File: src/rtl/fetch_queue_if.sv
// fetch_queue_if: handshake bundle between the fetch stage, the prefetch
// queue and the decode stage. The fetch/decode side drives through the
// master modport; the queue itself attaches through the slave modport.
interface fetch_queue_if #(
  parameter int SIZE  = 32,
  parameter int DEPTH = 4
);

  localparam int CNT_W = $clog2(DEPTH + 1);

  // Fetch side
  logic             ValidF;
  logic [SIZE-1:0]  PCF;
  logic [31:0]      InstrF;
  logic             ReadyF;

  // Decode side
  logic             StallD;
  logic             FlushD;
  logic             ValidD;
  logic [31:0]      InstrD;
  logic [SIZE-1:0]  PCD;
  logic [SIZE-1:0]  PCPlus4D;

  // Occupancy
  logic [CNT_W-1:0] Count;

  modport master (
    output ValidF, PCF, InstrF, StallD, FlushD,
    input  ReadyF, ValidD, InstrD, PCD, PCPlus4D, Count
  );

  modport slave (
    input  ValidF, PCF, InstrF, StallD, FlushD,
    output ReadyF, ValidD, InstrD, PCD, PCPlus4D, Count
  );

endinterface

File: src/rtl/fetch_queue.sv
// fetch_queue: instruction prefetch queue between fetch and decode.
// Circular buffer of DEPTH {PC, Instr} entries presented to decode in
// first-word-fall-through order. A flush discards everything, including a
// word arriving in the same cycle; an empty queue feeds decode a NOP bubble.
// Optional feature: define FETCH_QUEUE_BYPASS_EN to let a fetched word reach
// decode combinationally in the same cycle while the queue is empty.
module fetch_queue #(
  parameter int          SIZE  = 32,
  parameter int          DEPTH = 4,
  parameter logic [31:0] NOP   = 32'h00000013
) (
  input logic            CLK,
  input logic            RESET,
  fetch_queue_if.slave   fq
);

  localparam int PTR_W = $clog2(DEPTH);
  localparam int CNT_W = $clog2(DEPTH + 1);
  localparam logic [CNT_W-1:0] FULL_COUNT = CNT_W'(DEPTH);

  // Storage; contents are don't-care after reset, so no reset on the arrays
  logic [SIZE-1:0]  pc_mem    [DEPTH];
  logic [31:0]      instr_mem [DEPTH];

  logic [PTR_W-1:0] rd_ptr_q, rd_ptr_d;
  logic [PTR_W-1:0] wr_ptr_q, wr_ptr_d;
  logic [CNT_W-1:0] count_q,  count_d;

  logic             has_entry;
  logic             ready;
  logic             push;
  logic             pop;
  logic             bypass_active;
  logic             bypass_consume;

  logic             head_valid;
  logic [SIZE-1:0]  head_pc;
  logic [31:0]      head_instr;

  // Ready depends only on registered occupancy, never on a same-cycle pop
  assign has_entry = (count_q != '0);
  assign ready     = (count_q != FULL_COUNT);

  // Head selection: stored entry at the read pointer, or the live fetch word
  // when the bypass is built in and the queue is empty
  always_comb begin
    head_valid    = has_entry;
    head_pc       = pc_mem[rd_ptr_q];
    head_instr    = instr_mem[rd_ptr_q];
    bypass_active = 1'b0;
`ifdef FETCH_QUEUE_BYPASS_EN
    if (!has_entry && fq.ValidF) begin
      bypass_active = 1'b1;
      head_valid    = 1'b1;
      head_pc       = fq.PCF;
      head_instr    = fq.InstrF;
    end
`endif
  end

  // A bypassed word taken by decode in the same cycle never enters storage
  assign bypass_consume = bypass_active & ~fq.StallD & ~fq.FlushD;

  // Handshake qualifiers; a flush cancels both directions
  assign push = fq.ValidF & ready & ~fq.FlushD & ~bypass_consume;
  assign pop  = has_entry & ~fq.StallD & ~fq.FlushD;

  // Decode-facing outputs; invalid head reads as a NOP at PC 0
  always_comb begin
    fq.ValidD   = head_valid;
    fq.InstrD   = NOP;
    fq.PCD      = '0;
    fq.PCPlus4D = '0;
    if (head_valid) begin
      fq.InstrD   = head_instr;
      fq.PCD      = head_pc;
      fq.PCPlus4D = head_pc + SIZE'(4);
    end
  end

  assign fq.ReadyF = ready;
  assign fq.Count  = count_q;

  // Next-state for pointers and occupancy; flush takes precedence over all
  always_comb begin
    rd_ptr_d = rd_ptr_q;
    wr_ptr_d = wr_ptr_q;
    count_d  = count_q;
    if (fq.FlushD) begin
      rd_ptr_d = '0;
      wr_ptr_d = '0;
      count_d  = '0;
    end else begin
      if (push) begin
        wr_ptr_d = wr_ptr_q + PTR_W'(1);
      end
      if (pop) begin
        rd_ptr_d = rd_ptr_q + PTR_W'(1);
      end
      case ({push, pop})
        2'b10:   count_d = count_q + CNT_W'(1);
        2'b01:   count_d = count_q - CNT_W'(1);
        default: count_d = count_q;
      endcase
    end
  end

  // Control state: asynchronous active-low reset empties the queue
  always_ff @(posedge CLK or negedge RESET) begin
    if (!RESET) begin
      rd_ptr_q <= '0;
      wr_ptr_q <= '0;
      count_q  <= '0;
    end else begin
      rd_ptr_q <= rd_ptr_d;
      wr_ptr_q <= wr_ptr_d;
      count_q  <= count_d;
    end
  end

  // Entry storage: written at the write pointer on every accepted push
  always_ff @(posedge CLK) begin
    if (push) begin
      pc_mem[wr_ptr_q]    <= fq.PCF;
      instr_mem[wr_ptr_q] <= fq.InstrF;
    end
  end

endmodule

File: src/flat_wrapper.sv
// flat-port wrapper written by rule: the top's interface ports become plain ports
module fetch_queue_flat 
#(
  parameter int          SIZE  = 32,
  parameter int          DEPTH = 4,
  parameter logic [31:0] NOP   = 32'h00000013
)
  (CLK, RESET, fq_ValidF, fq_PCF, fq_InstrF, fq_StallD, fq_FlushD, fq_ReadyF, fq_ValidD, fq_InstrD, fq_PCD, fq_PCPlus4D, fq_Count);
  fetch_queue_if #(.SIZE(SIZE), .DEPTH(DEPTH)) fq_i ();
  input logic CLK;
  input logic RESET;
  input wire logic [$bits(fq_i.ValidF)-1:0] fq_ValidF;
  input wire logic [$bits(fq_i.PCF)-1:0] fq_PCF;
  input wire logic [$bits(fq_i.InstrF)-1:0] fq_InstrF;
  input wire logic [$bits(fq_i.StallD)-1:0] fq_StallD;
  input wire logic [$bits(fq_i.FlushD)-1:0] fq_FlushD;
  output wire logic [$bits(fq_i.ReadyF)-1:0] fq_ReadyF;
  output wire logic [$bits(fq_i.ValidD)-1:0] fq_ValidD;
  output wire logic [$bits(fq_i.InstrD)-1:0] fq_InstrD;
  output wire logic [$bits(fq_i.PCD)-1:0] fq_PCD;
  output wire logic [$bits(fq_i.PCPlus4D)-1:0] fq_PCPlus4D;
  output wire logic [$bits(fq_i.Count)-1:0] fq_Count;
  assign fq_i.ValidF = fq_ValidF;
  assign fq_i.PCF = fq_PCF;
  assign fq_i.InstrF = fq_InstrF;
  assign fq_i.StallD = fq_StallD;
  assign fq_i.FlushD = fq_FlushD;
  assign fq_ReadyF = fq_i.ReadyF;
  assign fq_ValidD = fq_i.ValidD;
  assign fq_InstrD = fq_i.InstrD;
  assign fq_PCD = fq_i.PCD;
  assign fq_PCPlus4D = fq_i.PCPlus4D;
  assign fq_Count = fq_i.Count;
  fetch_queue #(.SIZE(SIZE), .DEPTH(DEPTH), .NOP(NOP)) u_core (.CLK(CLK), .RESET(RESET), .fq(fq_i));
endmodule
File: config.mk
export PLATFORM = sky130hd
export DESIGN_NAME = fetch_queue_flat
export DESIGN_NICKNAME = d
export VERILOG_FILES = /design/src/rtl/fetch_queue_if.sv /design/src/rtl/fetch_queue.sv /design/src/flat_wrapper.sv
export SDC_FILE = /design/constraint.sdc
export NUM_CORES = 1
export LEC_CHECK = 0
export CORE_UTILIZATION = 55
export DETAILED_ROUTE_END_ITERATION = 7
export DONT_BUFFER_PORTS = 1
export PLACE_DENSITY = 0.7
export SLEW_MARGIN = 20
export SYNTH_ARGS = -nofsm -noshare
export SYNTH_HDL_FRONTEND = slang
export SYNTH_SLANG_ARGS = --single-unit
File: constraint.sdc
create_clock -name CLK -period 7.1 [get_ports CLK]
set_clock_uncertainty 0.05 [all_clocks]
set_input_delay 0.355 -clock CLK [delete_from_list [all_inputs] [get_ports CLK]]
set_output_delay 0.355 -clock CLK [all_outputs]
set_load 0.05 [all_outputs]
# After elaboration in Yosys (flattened, before gate mapping)
# Memory sizes are Yosys's and may differ from the RTL's.
# Index checks and enable logic that the tools add are counted.
# totals
regBits,7
latchBits,0
mem_bits_rw,256
rom_bits,0
inputBits,69
out_inout_bits,101
wordCells,34
mem_count,2
# classes
n_addsub,5
n_mul,0
n_div,0
magnitude_cmp,0
n_eq_ne,3
shifts,0
muxes,11
bitwise,6
n_reduce_logical,4
# memory_table
memory,words,width,read_ports,rd_ports_with_merged_regs,wr,line,source
u_core.instr_mem,4,32,1,0,1,fetch_queue.sv:23,logic [31:0] instr_mem [DEPTH];
u_core.pc_mem,4,32,1,0,1,fetch_queue.sv:22,logic [SIZE-1:0] pc_mem [DEPTH];
# ops
operator,n
$mux W32,3
$add A32 B3 Y32 const B,1
$mux W2,4
$pmux W3 S2,1
$reduce_bool A3 Y1,2
$add A2 B1 Y2 const B,2
$and A1 B1 Y1,4
$reduce_bool A2 Y1,2
$add A3 B1 Y3 const B,1
$mux W3,1
$ne A3 B3 Y1 const B,1
$sub A3 B1 Y3 const B,1
$eq A2 B1 Y1 const B,1
$eq A2 B2 Y1 const B,1
$mux W1,2
$not A1 Y1,2

# Depth between registers and ports, before layout
# depth
word_depth,6
depth_mapped,7
mapped_depth_nobuf,7

# Worst setup path after synthesis
# No wires, ideal clock.
# synth_path
kind,flip-flop to flip-flop
from,"reg u_core.count_q[0], in the netlist u_core.fq.Count[0]"
to,mem u_core.instr_mem[0][0] (enable)
arrival_time_ns,3.051
slack_ns,3.570
path_stages_with_launch,5
n_path_buf,0
cell_sequence,dfrtp_1 > or3b_2 > nand2_1 > nor2_1 > and2_1
# synth_via
elab_chain_len,5
# synth_lines
item,line,source
"start, declared",fetch_queue.sv:27,"logic [CNT_W-1:0] count_q, count_d;"
"start signal, assigned",fetch_queue.sv:117,count_q <= count_d;
$ne A3 B3 Y1,fetch_queue.sv:42,assign ready = (count_q != FULL_COUNT);
via fq_ReadyF,flat_wrapper.sv:17,output wire logic [$bits(fq_i.ReadyF)-1:0] fq_ReadyF;
$and A1 B1 Y1 (2 in series),fetch_queue.sv:65,assign push = fq.ValidF & ready & ~fq.FlushD & ~bypass_consume;
$mux W1,fetch_queue.sv:123,if (push) begin
$mux W1 (not written as such),fetch_queue.sv:125,instr_mem[wr_ptr_q] <= fq.InstrF;
"end, declared",fetch_queue.sv:23,
# The timed path passes the listed nets, and every way through them passes these cells.

# Worst setup path after layout
# layout_path
from,reg u_core.rd_ptr_q[1]
to,out fq_PCPlus4D[31]
# layout_via
elab_chain_len,3
# layout_lines
item,line,source
"start, declared",fetch_queue.sv:25,"logic [PTR_W-1:0] rd_ptr_q, rd_ptr_d;"
"start signal, assigned",fetch_queue.sv:115,rd_ptr_q <= rd_ptr_d;
$mem_v2 Z4 W32,--,
$add A32 B3 Y32,fetch_queue.sv:77,fq.PCPlus4D = head_pc + SIZE'(4);
$mux W32,fetch_queue.sv:74,if (head_valid) begin
"end, declared",flat_wrapper.sv:21,output wire logic [$bits(fq_i.PCPlus4D)-1:0] fq_PCPlus4D;
# No other way between the ends.

==> results.toml <==
[run_status]
status = "complete, no violations"

[floorplan]
fp-row-count = 51
dieHeight_um = 143.3
start_util_pct = 56.22
dieWidth_um = 143.3
core_um2 = 19530
ios = 170
dieArea_um2 = 20530

[pwr]
p_leak_uw = 0.004061
p_per_area_nw_per_um2 = 443.0
ir_drop_mv = 0.3091

[cells_and_area]
register_area_um2 = 7870
n_fill_cell = 1355
mostFrequentLayoutCells = "edfxtp_1, dlygate4sd3_1, and2_1"
layout_commonest_cell = "edfxtp_1"
final_util_pct = 65.34
multi_input_area_um2 = 2927
area_delta_synth_final_pct = 16.23
diodes = 0
finalNetCount = 727
drive_gt1_share_pct = 19.35

[synth]
yosysSeqAreaShare_pct = 71.63
synth_mux_area_share_pct = 14.21
synth_fa_ha_area_share_pct = 0.7523
ys_warn_count = 0
synth_compound_area_share_pct = 1.311
synth_top_family_by_area = "multiplexers"
synth_simple_gate_area_share_pct = 8.902
synthTopCellsByArea = "edfxtp_1, mux4_2, and2_1, dfrtp_1, mux4_1"
syn_inst = 579
synth_top_area_share_pct = 70.03
syn_area_per_cell_um2 = 18.96
ys_seq_elements = 263
synth.distinct_cells = 42
synth-xor-area-share_pct = 1.277
syn_nets = 654
netlist.top_cell.by_area = "edfxtp_1"
synth.cell_area_um2 = 10980

[placed_design]
dp_hpwl_um = 12750
portBuffers = 0
globalplace.congestion = 0.7974

[worst_hold_path]
hold_class = "input pin to register"

[sta]
slew_headroom_pct = 22.73
min_period_over_period_pct = 62.98
slew_viol_final = 0
fin_crit_ns = 4.471
timing_hold_violations_final = 0
setup_viol = 0
tns_ns = 0
max_freq_ghz = 0.2236
rsz0062_at_grt = "no"
worstMarginPinSlew_ns = 1.163

[clock_network]
ctsResizeCount = 0
cts_buffer_depth = 3
cts_made_buffers = 26
cts_root_buf = "clkbuf_16"
clkLatencyLatePin_ns = 0.51
cts_tree = "done"
cts_sinks = 263
clkTransAtPathRegs_ns = 0.06
h-tree-depth = 1
postCtsSetupRepairBufs = 0

[setup_path]
critPathRequiredTime_ns = 6.69
worst-setup-path-type = "register to output port"
cp-start-kind = "register"
path_max_fanout = 65
critPathArrivalTime_ns = 4.07
end_kind = "output port"

[grt]
grt_max_degree = 66
first_global_vias = 5763
grt.total_usage_pct = 21.91
overflow = 0
grt_pass1_wl_um = 32930
antenna_found_initial = 0

[route]
drc = 0
wl_per_cell_um = 22.97
routed_wirelength_um = 21520
avgViaCountPerCell = 5.957
drt_pass1_iterations = 5
drt_iter0_drc = 438
ant_nets = 0
vias = 5582

[flow_run]
maxCapViolations = 0
## cell type report
type / count / share of cell area [%]
Clock buffer: 28 / 5.325
Multi-Input combinational cell: 283 / 22.94
Tap cell: 265 / 2.599
Sequential cell: 263 / 61.68
Timing Repair Buffer: 74 / 5.825
Clock inverter: 20 / 1.510
Inverter: 4 / 0.1177
## path summary, 6_finish.rpt
| path | from | endpoint | slack [ns] | cells past startpoint |
|---|---|---|---|---|
| setup / recovery | u_core.rd_ptr_q[1]$_DFFE_PN0P_ | fq_PCPlus4D[31] | 2.63 | 5 |
| hold / removal | fq_StallD | u_core.rd_ptr_q[0]$_DFFE_PN0P_ | 0.07 | 3 |
| setup reg to reg | u_core.fq.Count[0]$_DFFE_PN0P_ | u_core.pc_mem[3][8]$_DFFE_PP_ | 4.03 | 4 |
| hold reg to reg | u_core.wr_ptr_q[1]$_DFFE_PN0P_ | u_core.wr_ptr_q[1]$_DFFE_PN0P_ | 0.54 | 2 |
| max in group asynchronous | RESET | u_core.rd_ptr_q[1]$_DFFE_PN0P_ | 6.60 | 1 |
| min in group asynchronous | RESET | u_core.fq.Count[2]$_DFFE_PN0P_ | 0.13 | 1 |
## metal layers
metal	vias to the layer above	share of wire (%)	global-route usage [%]
met2	219	51	38.59
met4	0	2.4	7.335
met1	2854	39	26.99
met5	-	0	0
li1	2470	-	-
met3	39	7.6	4.695
## state kept, by name, indices dropped and copies added, names as in the netlist
name	cells
u_core.wr_ptr_q	2
u_core.pc_mem	128
u_core.instr_mem	128
u_core.rd_ptr_q	2
u_core.fq.Count	3
## Yosys cell counts, drive strengths merged
master	n
and3	4
a21oi	11
xnor2	11
a22oi	1
o31ai	6
and2	70
or3b	1
ha	5
or2	3
nand3	13
mux2	8
or4	6
mux2i	1
nand4	11
xor2	5
nand2	11
inv	4
edfxtp	256
dfrtp	7
a211oi	2
fa	1
mux4	64
o21ai	3
nor2	31
or3	3
and4	5
clkbuf	14
nor4	1
nor3	5
buf	15
o22ai	1
## worst max-delay path, cell delays in order, from the launching register on
cell and delay (ns):
dfrtp_4 1.05, mux4_2 0.48, and4_4 0.28, nand4_4 0.23, or4_1 0.56, a21oi_1 0.89
## timing repair
| item | in CTS | in global routing |
|---|---|---|
| hold buffers | 67 | 0 |
| endpoints found under the setup margin | 0 | 0 |
| endpoints found under the hold margin | 270 | 0 |
## kinds of logic after synthesis
kind of cell	Yosys count
buffers and inverters	33
flip-flops	263
AND/OR/NAND/NOR	164
AO/OA/AOI/OAI	24
multiplexers	73
adder cells (fa/ha/maj)	6
XOR/XNOR	16
## per-stage QoR
stage                     hold WS, ns  std cells  area (um2)  worst slack (ns)  power [uW]
final                         0.06654        937       12760             2.629        5652
after global routing          0.05114        937       12760             2.427        5860
after CTS                     0.04875        936       12720             2.352        5674
after detailed placement     0.009541        821       11180             2.973        4257
after global placement       0.009564        821       11180             3.027        4236
after floorplan              0.009409        579       10980             3.570        3980
## power breakdown
| part | internal (uW) | total, uW | switching, uW |
|---|---|---|---|
| registers | 1800 | 1910 | 108 |
| logic | 528 | 2370 | 1840 |
| clock network | 833 | 1370 | 541 |
| total | 3160 | 5650 | 2490 |
(Power assumes the default switching activity.)
